File: config.mk
export PLATFORM = sky130hd
export DESIGN_NAME = multicycle_control
export DESIGN_NICKNAME = d
export VERILOG_FILES = /design/src/rtl/mips_pkg.sv /design/src/rtl/mc_out_decode.sv /design/src/rtl/multicycle_control.sv
export SDC_FILE = /design/constraint.sdc
export NUM_CORES = 1
export LEC_CHECK = 0
export ABC_AREA = 1
export BUFFER_PORTS_ARGS = -buffer_cell sky130_fd_sc_hd__buf_2
export CAP_MARGIN = 5
export CELL_PAD_IN_SITES_DETAIL_PLACEMENT = 1
export CELL_PAD_IN_SITES_GLOBAL_PLACEMENT = 1
export CORE_UTILIZATION = 29
export DETAILED_ROUTE_END_ITERATION = 7
export PLACE_DENSITY = 0.83
export SLEW_MARGIN = 20
export SYNTH_ARGS = -nofsm -noshare
export SYNTH_HDL_FRONTEND = slang
export SYNTH_SLANG_ARGS = --single-unit
File: constraint.sdc
create_clock -name clk -period 1.7 [get_ports clk]
set_input_delay 0.17 -clock clk [delete_from_list [all_inputs] [get_ports clk]]
set_output_delay 0.17 -clock clk [all_outputs]
set_load 0.02 [all_outputs]
File: src/rtl/mips_pkg.sv
// mips_pkg: shared definitions for the multicycle MIPS controller.
//   - opcode constants for the supported instruction set
//   - sequencer state encoding (13 states in a 4-bit register)
//   - ALU-op, ALU B-source and PC-source codes
//   - packed control word produced by mc_out_decode
package mips_pkg;

  localparam logic [5:0] OP_RTYPE = 6'h00;
  localparam logic [5:0] OP_J     = 6'h02;
  localparam logic [5:0] OP_BEQ   = 6'h04;
  localparam logic [5:0] OP_ADDI  = 6'h08;
  localparam logic [5:0] OP_LW    = 6'h23;
  localparam logic [5:0] OP_SW    = 6'h2B;
  localparam logic [5:0] OP_HLT   = 6'h3F;

  typedef enum logic [3:0] {
    S_FETCH  = 4'd0,
    S_DECODE = 4'd1,
    S_MEMADR = 4'd2,
    S_MEMRD  = 4'd3,
    S_MEMWB  = 4'd4,
    S_MEMWR  = 4'd5,
    S_EXEC   = 4'd6,
    S_RWB    = 4'd7,
    S_ADDIEX = 4'd8,
    S_ADDIWB = 4'd9,
    S_BRANCH = 4'd10,
    S_JUMP   = 4'd11,
    S_HALT   = 4'd12
  } state_t;

  typedef enum logic [1:0] {
    ALU_ADD   = 2'b00,
    ALU_SUB   = 2'b01,
    ALU_FUNCT = 2'b10
  } aluop_t;

  typedef enum logic [1:0] {
    SRCB_REGB  = 2'b00,
    SRCB_FOUR  = 2'b01,
    SRCB_IMM   = 2'b10,
    SRCB_IMMSH = 2'b11
  } srcb_t;

  typedef enum logic [1:0] {
    PCSRC_ALU    = 2'b00,
    PCSRC_ALUOUT = 2'b01,
    PCSRC_JUMP   = 2'b10
  } pcsrc_t;

  typedef struct packed {
    logic   pcwrite;
    logic   pcwritecond;
    pcsrc_t pcsrc;
    logic   iord;
    logic   memread;
    logic   memwrite;
    logic   irwrite;
    logic   alusrca;
    srcb_t  alusrcb;
    aluop_t aluop;
    logic   regdst;
    logic   memtoreg;
    logic   regwrite;
    logic   halt;
  } ctrl_t;

endpackage

File: src/rtl/mc_out_decode.sv
// mc_out_decode: combinational state -> control word decode.
// Ports:
//   state_i      current sequencer state
//   mem_ready_i  memory handshake, only used to qualify the FETCH IR/PC load
//   ctrl_o       full datapath/memory control word (all fields 0 unless set)
module mc_out_decode
  import mips_pkg::*;
(
  input  state_t state_i,
  input  logic   mem_ready_i,
  output ctrl_t  ctrl_o
);

  always_comb begin
    ctrl_o = '0;
    case (state_i)
      S_FETCH: begin
        ctrl_o.memread = 1'b1;
        ctrl_o.alusrcb = SRCB_FOUR;
        // IR and PC advance only on the cycle the fetch read completes
        ctrl_o.irwrite = mem_ready_i;
        ctrl_o.pcwrite = mem_ready_i;
      end
      S_DECODE: begin
        ctrl_o.alusrcb = SRCB_IMMSH;
      end
      S_MEMADR, S_ADDIEX: begin
        ctrl_o.alusrca = 1'b1;
        ctrl_o.alusrcb = SRCB_IMM;
      end
      S_MEMRD: begin
        ctrl_o.memread = 1'b1;
        ctrl_o.iord    = 1'b1;
      end
      S_MEMWB: begin
        ctrl_o.regwrite = 1'b1;
        ctrl_o.memtoreg = 1'b1;
      end
      S_MEMWR: begin
        ctrl_o.memwrite = 1'b1;
        ctrl_o.iord     = 1'b1;
      end
      S_EXEC: begin
        ctrl_o.alusrca = 1'b1;
        ctrl_o.aluop   = ALU_FUNCT;
      end
      S_RWB: begin
        ctrl_o.regwrite = 1'b1;
        ctrl_o.regdst   = 1'b1;
      end
      S_ADDIWB: begin
        ctrl_o.regwrite = 1'b1;
      end
      S_BRANCH: begin
        ctrl_o.alusrca     = 1'b1;
        ctrl_o.aluop       = ALU_SUB;
        ctrl_o.pcwritecond = 1'b1;
        ctrl_o.pcsrc       = PCSRC_ALUOUT;
      end
      S_JUMP: begin
        ctrl_o.pcwrite = 1'b1;
        ctrl_o.pcsrc   = PCSRC_JUMP;
      end
      S_HALT: begin
        ctrl_o.halt = 1'b1;
      end
      default: ;
    endcase
  end

endmodule

File: src/rtl/multicycle_control.sv
// multicycle_control: multicycle MIPS sequencer (fetch/decode/execute/mem/wb).
// Ports:
//   clk, rst       rising-edge clock, asynchronous active-high reset
//   opcode         IR[31:26], valid from DECODE onward
//   mem_ready      memory completes the current read/write this cycle
//   pcwrite, pcwritecond, pcsrc, iord, memread, memwrite, irwrite,
//   alusrca, alusrcb, aluop, regdst, memtoreg, regwrite   datapath controls
//   halt           sticky halted flag
//   state          current state (debug)
// Holds the state register and next-state logic; outputs come from mc_out_decode.
module multicycle_control
  import mips_pkg::*;
#(
  parameter int unsigned OP_W    = 6,
  parameter int unsigned STATE_W = 4
) (
  input  logic               clk,
  input  logic               rst,
  input  logic [OP_W-1:0]    opcode,
  input  logic               mem_ready,
  output logic               pcwrite,
  output logic               pcwritecond,
  output logic [1:0]         pcsrc,
  output logic               iord,
  output logic               memread,
  output logic               memwrite,
  output logic               irwrite,
  output logic               alusrca,
  output logic [1:0]         alusrcb,
  output logic [1:0]         aluop,
  output logic               regdst,
  output logic               memtoreg,
  output logic               regwrite,
  output logic               halt,
  output logic [STATE_W-1:0] state
);

  state_t state_q, state_d;
  ctrl_t  dec_ctrl, ctrl;

  always_ff @(posedge clk or posedge rst) begin
    if (rst) state_q <= S_FETCH;
    else     state_q <= state_d;
  end

  always_comb begin
    state_d = S_FETCH;
    case (state_q)
      S_FETCH:  state_d = mem_ready ? S_DECODE : S_FETCH;
      S_DECODE: begin
        case (opcode)
          OP_RTYPE:     state_d = S_EXEC;
          OP_ADDI:      state_d = S_ADDIEX;
          OP_LW, OP_SW: state_d = S_MEMADR;
          OP_BEQ:       state_d = S_BRANCH;
          OP_J:         state_d = S_JUMP;
          OP_HLT:       state_d = S_HALT;
          default:      state_d = S_FETCH;
        endcase
      end
      S_MEMADR: state_d = (opcode == OP_LW) ? S_MEMRD : S_MEMWR;
      S_MEMRD:  state_d = mem_ready ? S_MEMWB : S_MEMRD;
      S_MEMWB:  state_d = S_FETCH;
      S_MEMWR:  state_d = mem_ready ? S_FETCH : S_MEMWR;
      S_EXEC:   state_d = S_RWB;
      S_RWB:    state_d = S_FETCH;
      S_ADDIEX: state_d = S_ADDIWB;
      S_ADDIWB: state_d = S_FETCH;
      S_BRANCH: state_d = S_FETCH;
      S_JUMP:   state_d = S_FETCH;
      S_HALT:   state_d = S_HALT;
      default:  state_d = S_FETCH;
    endcase
  end

  mc_out_decode u_out_decode (
    .state_i     (state_q),
    .mem_ready_i (mem_ready),
    .ctrl_o      (dec_ctrl)
  );

  // The state register resets to FETCH, whose decode asserts memread;
  // gating with rst keeps every output low for the whole reset pulse.
  assign ctrl = rst ? '0 : dec_ctrl;

  assign pcwrite     = ctrl.pcwrite;
  assign pcwritecond = ctrl.pcwritecond;
  assign pcsrc       = ctrl.pcsrc;
  assign iord        = ctrl.iord;
  assign memread     = ctrl.memread;
  assign memwrite    = ctrl.memwrite;
  assign irwrite     = ctrl.irwrite;
  assign alusrca     = ctrl.alusrca;
  assign alusrcb     = ctrl.alusrcb;
  assign aluop       = ctrl.aluop;
  assign regdst      = ctrl.regdst;
  assign memtoreg    = ctrl.memtoreg;
  assign regwrite    = ctrl.regwrite;
  assign halt        = ctrl.halt;
  assign state       = rst ? '0 : STATE_W'(state_q);

endmodule
==> results.sh <==
export IMPL_netlist_top_cells_area="nand2_1 (19%), dfrtp_1 (17%), nor2_1 (17%), nand3_1 (13%), inv_1 (7.1%)"
export IMPL_yosysTopAreaCell="nand2_1"
export IMPL_dp_cells=163
export IMPL_post_route_period_util_pct=96.6
export IMPL_cts_sinks=4
export IMPL_drt_first_iter_violations=4
export IMPL_io_pins=30
export IMPL_regMostFlops="state_q"
export IMPL_r2r_start="state_q[2]"
export IMPL_vias=796
export IMPL_path_max_fanout=16
export IMPL_slew_violations=0
export IMPL_final_common_cell="nand2_1"
export IMPL_die_area_um2=2200
export IMPL_whs_ns=0.344
export IMPL_grt_pass1_vias=700
export IMPL_antenna_cells=0
export IMPL_synth_nets=121
export IMPL_drive_above_1_share_pct=35.2
export IMPL_final_seq_area_um2=103
export IMPL_track_usage_pct=19.6
export IMPL_relSlewSlack_pct=77.3
export IMPL_hold_class="in2reg"
export IMPL_regToRegSetupSlack_ns=0.51
export IMPL_worstReg2RegEnd="state_q[0]"
export IMPL_finalHoldViolCount=0
export IMPL_grt_overflow_total=0
export IMPL_worst_slew_pin_slew_ns=0.339
export IMPL_syn_inst=112
export IMPL_stdcell_count=167
export IMPL_crit_type="in2out"
export IMPL_maxCapViolations=0
export IMPL_ys_ff_latch=4
export IMPL_cts_clk_slew_worst_paths_ns=0.03
export IMPL_tns_ns=0
export IMPL_dieWidth_um=46.9
export IMPL_fp_row_count=15
export IMPL_cts_tree="built"
export IMPL_die_h_um=46.9
export IMPL_drc=0
export IMPL_multi_input_area_um2=415
export IMPL_fmax_mhz=609
export IMPL_io_buffer_count=29
export IMPL_grt_max_degree=17
export IMPL_syn_area_um2=586
export IMPL_yosysTopAreaCellShare_pct=18.6
export IMPL_cts_made_buffers=3
export IMPL_min_from="mem_ready"
export IMPL_ys_types=19
export IMPL_slowest_delay_ns=0.54
export IMPL_hold_depth=5
export IMPL_fin_crit_ns=1.64
export IMPL_final_cell_mix="nand2_1 (29), buf_2 (27), nor2_1 (26)"
export IMPL_clk_path_buf_depth=2
export IMPL_dr_pass1_iters=4
export IMPL_start_kind="input pin"
export IMPL_start_util_pct=32.5
export IMPL_r2r_cells=6
export IMPL_nets=153
export IMPL_critPathArrivalTime_ns=1.47
export IMPL_core_area_um2=1800
export IMPL_avgSynthCellArea_um2=5.23
export IMPL_crit_chain="dlygate4sd3_1 > buf_4 > nor2_4 > nand2_2 > nor3_2 > buf_2"
export IMPL_ant_nets=0
export IMPL_critPathRequiredTime_ns=1.53
export IMPL_area_growth_pct=35.9
export IMPL_powerDensity_nw_per_um2=887
export IMPL_fin_worst_skew_ns=0.000976
export IMPL_place_gp_congestion=0.806
export IMPL_crit_path_end_kind="primary output"
export IMPL_irDropWorstVdd_v=0.000588
export IMPL_nFillCells=277
export IMPL_largest_reg_flops=4
export IMPL_yosysSeqAreaShare_pct=17.1
export IMPL_setup_violations=0
export IMPL_rsz0062_at_grt="false"
export IMPL_wl_per_cell_um=11.7
export IMPL_viasPerCell=4.77
export IMPL_dp_hpwl_um=1620
export IMPL_postCtsSetupBuffers=0
export IMPL_wl_um=1960
export IMPL_final_util_pct=44.2
export IMPL_htreeDepth=1
export IMPL_clock_root_buffer="clkbuf_4"
export IMPL_yosys_warnings=0
export IMPL_cp_slowest_cell="dlygate4sd3_1"
export IMPL_outcome="finished clean"
export IMPL_hold_end="state_q[2]"
export IMPL_clkLatencyLatePin_ns=0.23
export IMPL_antenna_found_initial=0
export IMPL_grt_pass1_wl_um=3060
export IMPL_top_regs="state_q (4)"
export IMPL_p_leak_uw=0.000487
worst max-delay path by stage:
| stage | start | to | slack, ns | cells past startpoint |
|---|---|---|---|---|
| after CTS | rst | pcsrc[0] | 0.02 | 6 |
| final | rst | pcsrc[0] | 0.06 | 6 |
| after floorplan | state_q[3] | pcsrc[0] | 0.16 | 5 |
| after global placement | state_q[1] | memread | 0.34 | 4 |
| after global routing | rst | pcsrc[0] | 0.001 | 6 |
| after detailed placement | state_q[1] | memread | 0.28 | 4 |
what timing repair did:
| item | in CTS | in global routing |
|---|---|---|
| setup endpoints to repair | 0 | 8 |
| endpoints found under the hold margin | 4 | 0 |
| gates resized for setup | 0 | 6 |
| hold buffers | 1 | 0 |
Yosys cell counts (all sizes together):
| master | instances |
|---|---|
| a21oi | 2 |
| o22ai | 1 |
| nor3 | 3 |
| clkbuf | 1 |
| nor2 | 32 |
| nand3 | 15 |
| buf | 2 |
| a211oi | 1 |
| a31oi | 1 |
| nand2 | 31 |
| o21ai | 2 |
| inv | 17 |
| dfrtp | 4 |
routing by layer:
metal | GRT usage [%] | vias to the layer above | wire, um | share of wire (%)
li1 | - | 408 | - | -
met1 | 26.0 | 366 | 928 | 47
met2 | 32.8 | 22 | 961 | 49
met3 | 2.31 | 0 | 68 | 3.5
met4 | 6.86 | 0 | 0 | 0
met5 | 0 | - | 0 | 0
worst max-delay path, delay by kind of cell:
family / cells / cell delay (ns)
buffers and inverters: 3 / 0.94
and+or+nand+nor: 3 / 0.36
stage by stage:
stage | worst slack (ns) | instance area (um^2) | total power, uW
after detailed placement | 0.284 | 751 | 575
after global routing | 0.00138 | 796 | 777
after floorplan | 0.165 | 591 | 451
final | 0.0576 | 796 | 706
after CTS | 0.0210 | 783 | 700
after global placement | 0.339 | 751 | 562
power by group:
group / switching [uW] / leakage (uW) / total (uW) / internal, uW
Clock: 36.0 / 0.0000138 / 115 / 78.8
Sequential: 55.6 / 0.0000511 / 175 / 119
Combinational: 288 / 0.000422 / 416 / 128
Total: 380 / 0.000487 / 706 / 326
cell families after synthesis:
logic type | after synthesis | share of synthesized area, %
AOI/OAI and AO/OA | 7 | 7.48
buffers and inverters | 20 | 13.7
DFF | 4 | 17.1
and+or+nand+nor | 81 | 61.7
area by class of cell:
class,instances,area share (%)
Sequential cell,4,12.9
Timing Repair Buffer,30,20.1
Inverter,17,8.02
Tap cell,25,3.93
Multi-Input combinational cell,88,52.2
Clock buffer,3,2.83
(Power assumes the default switching activity.)
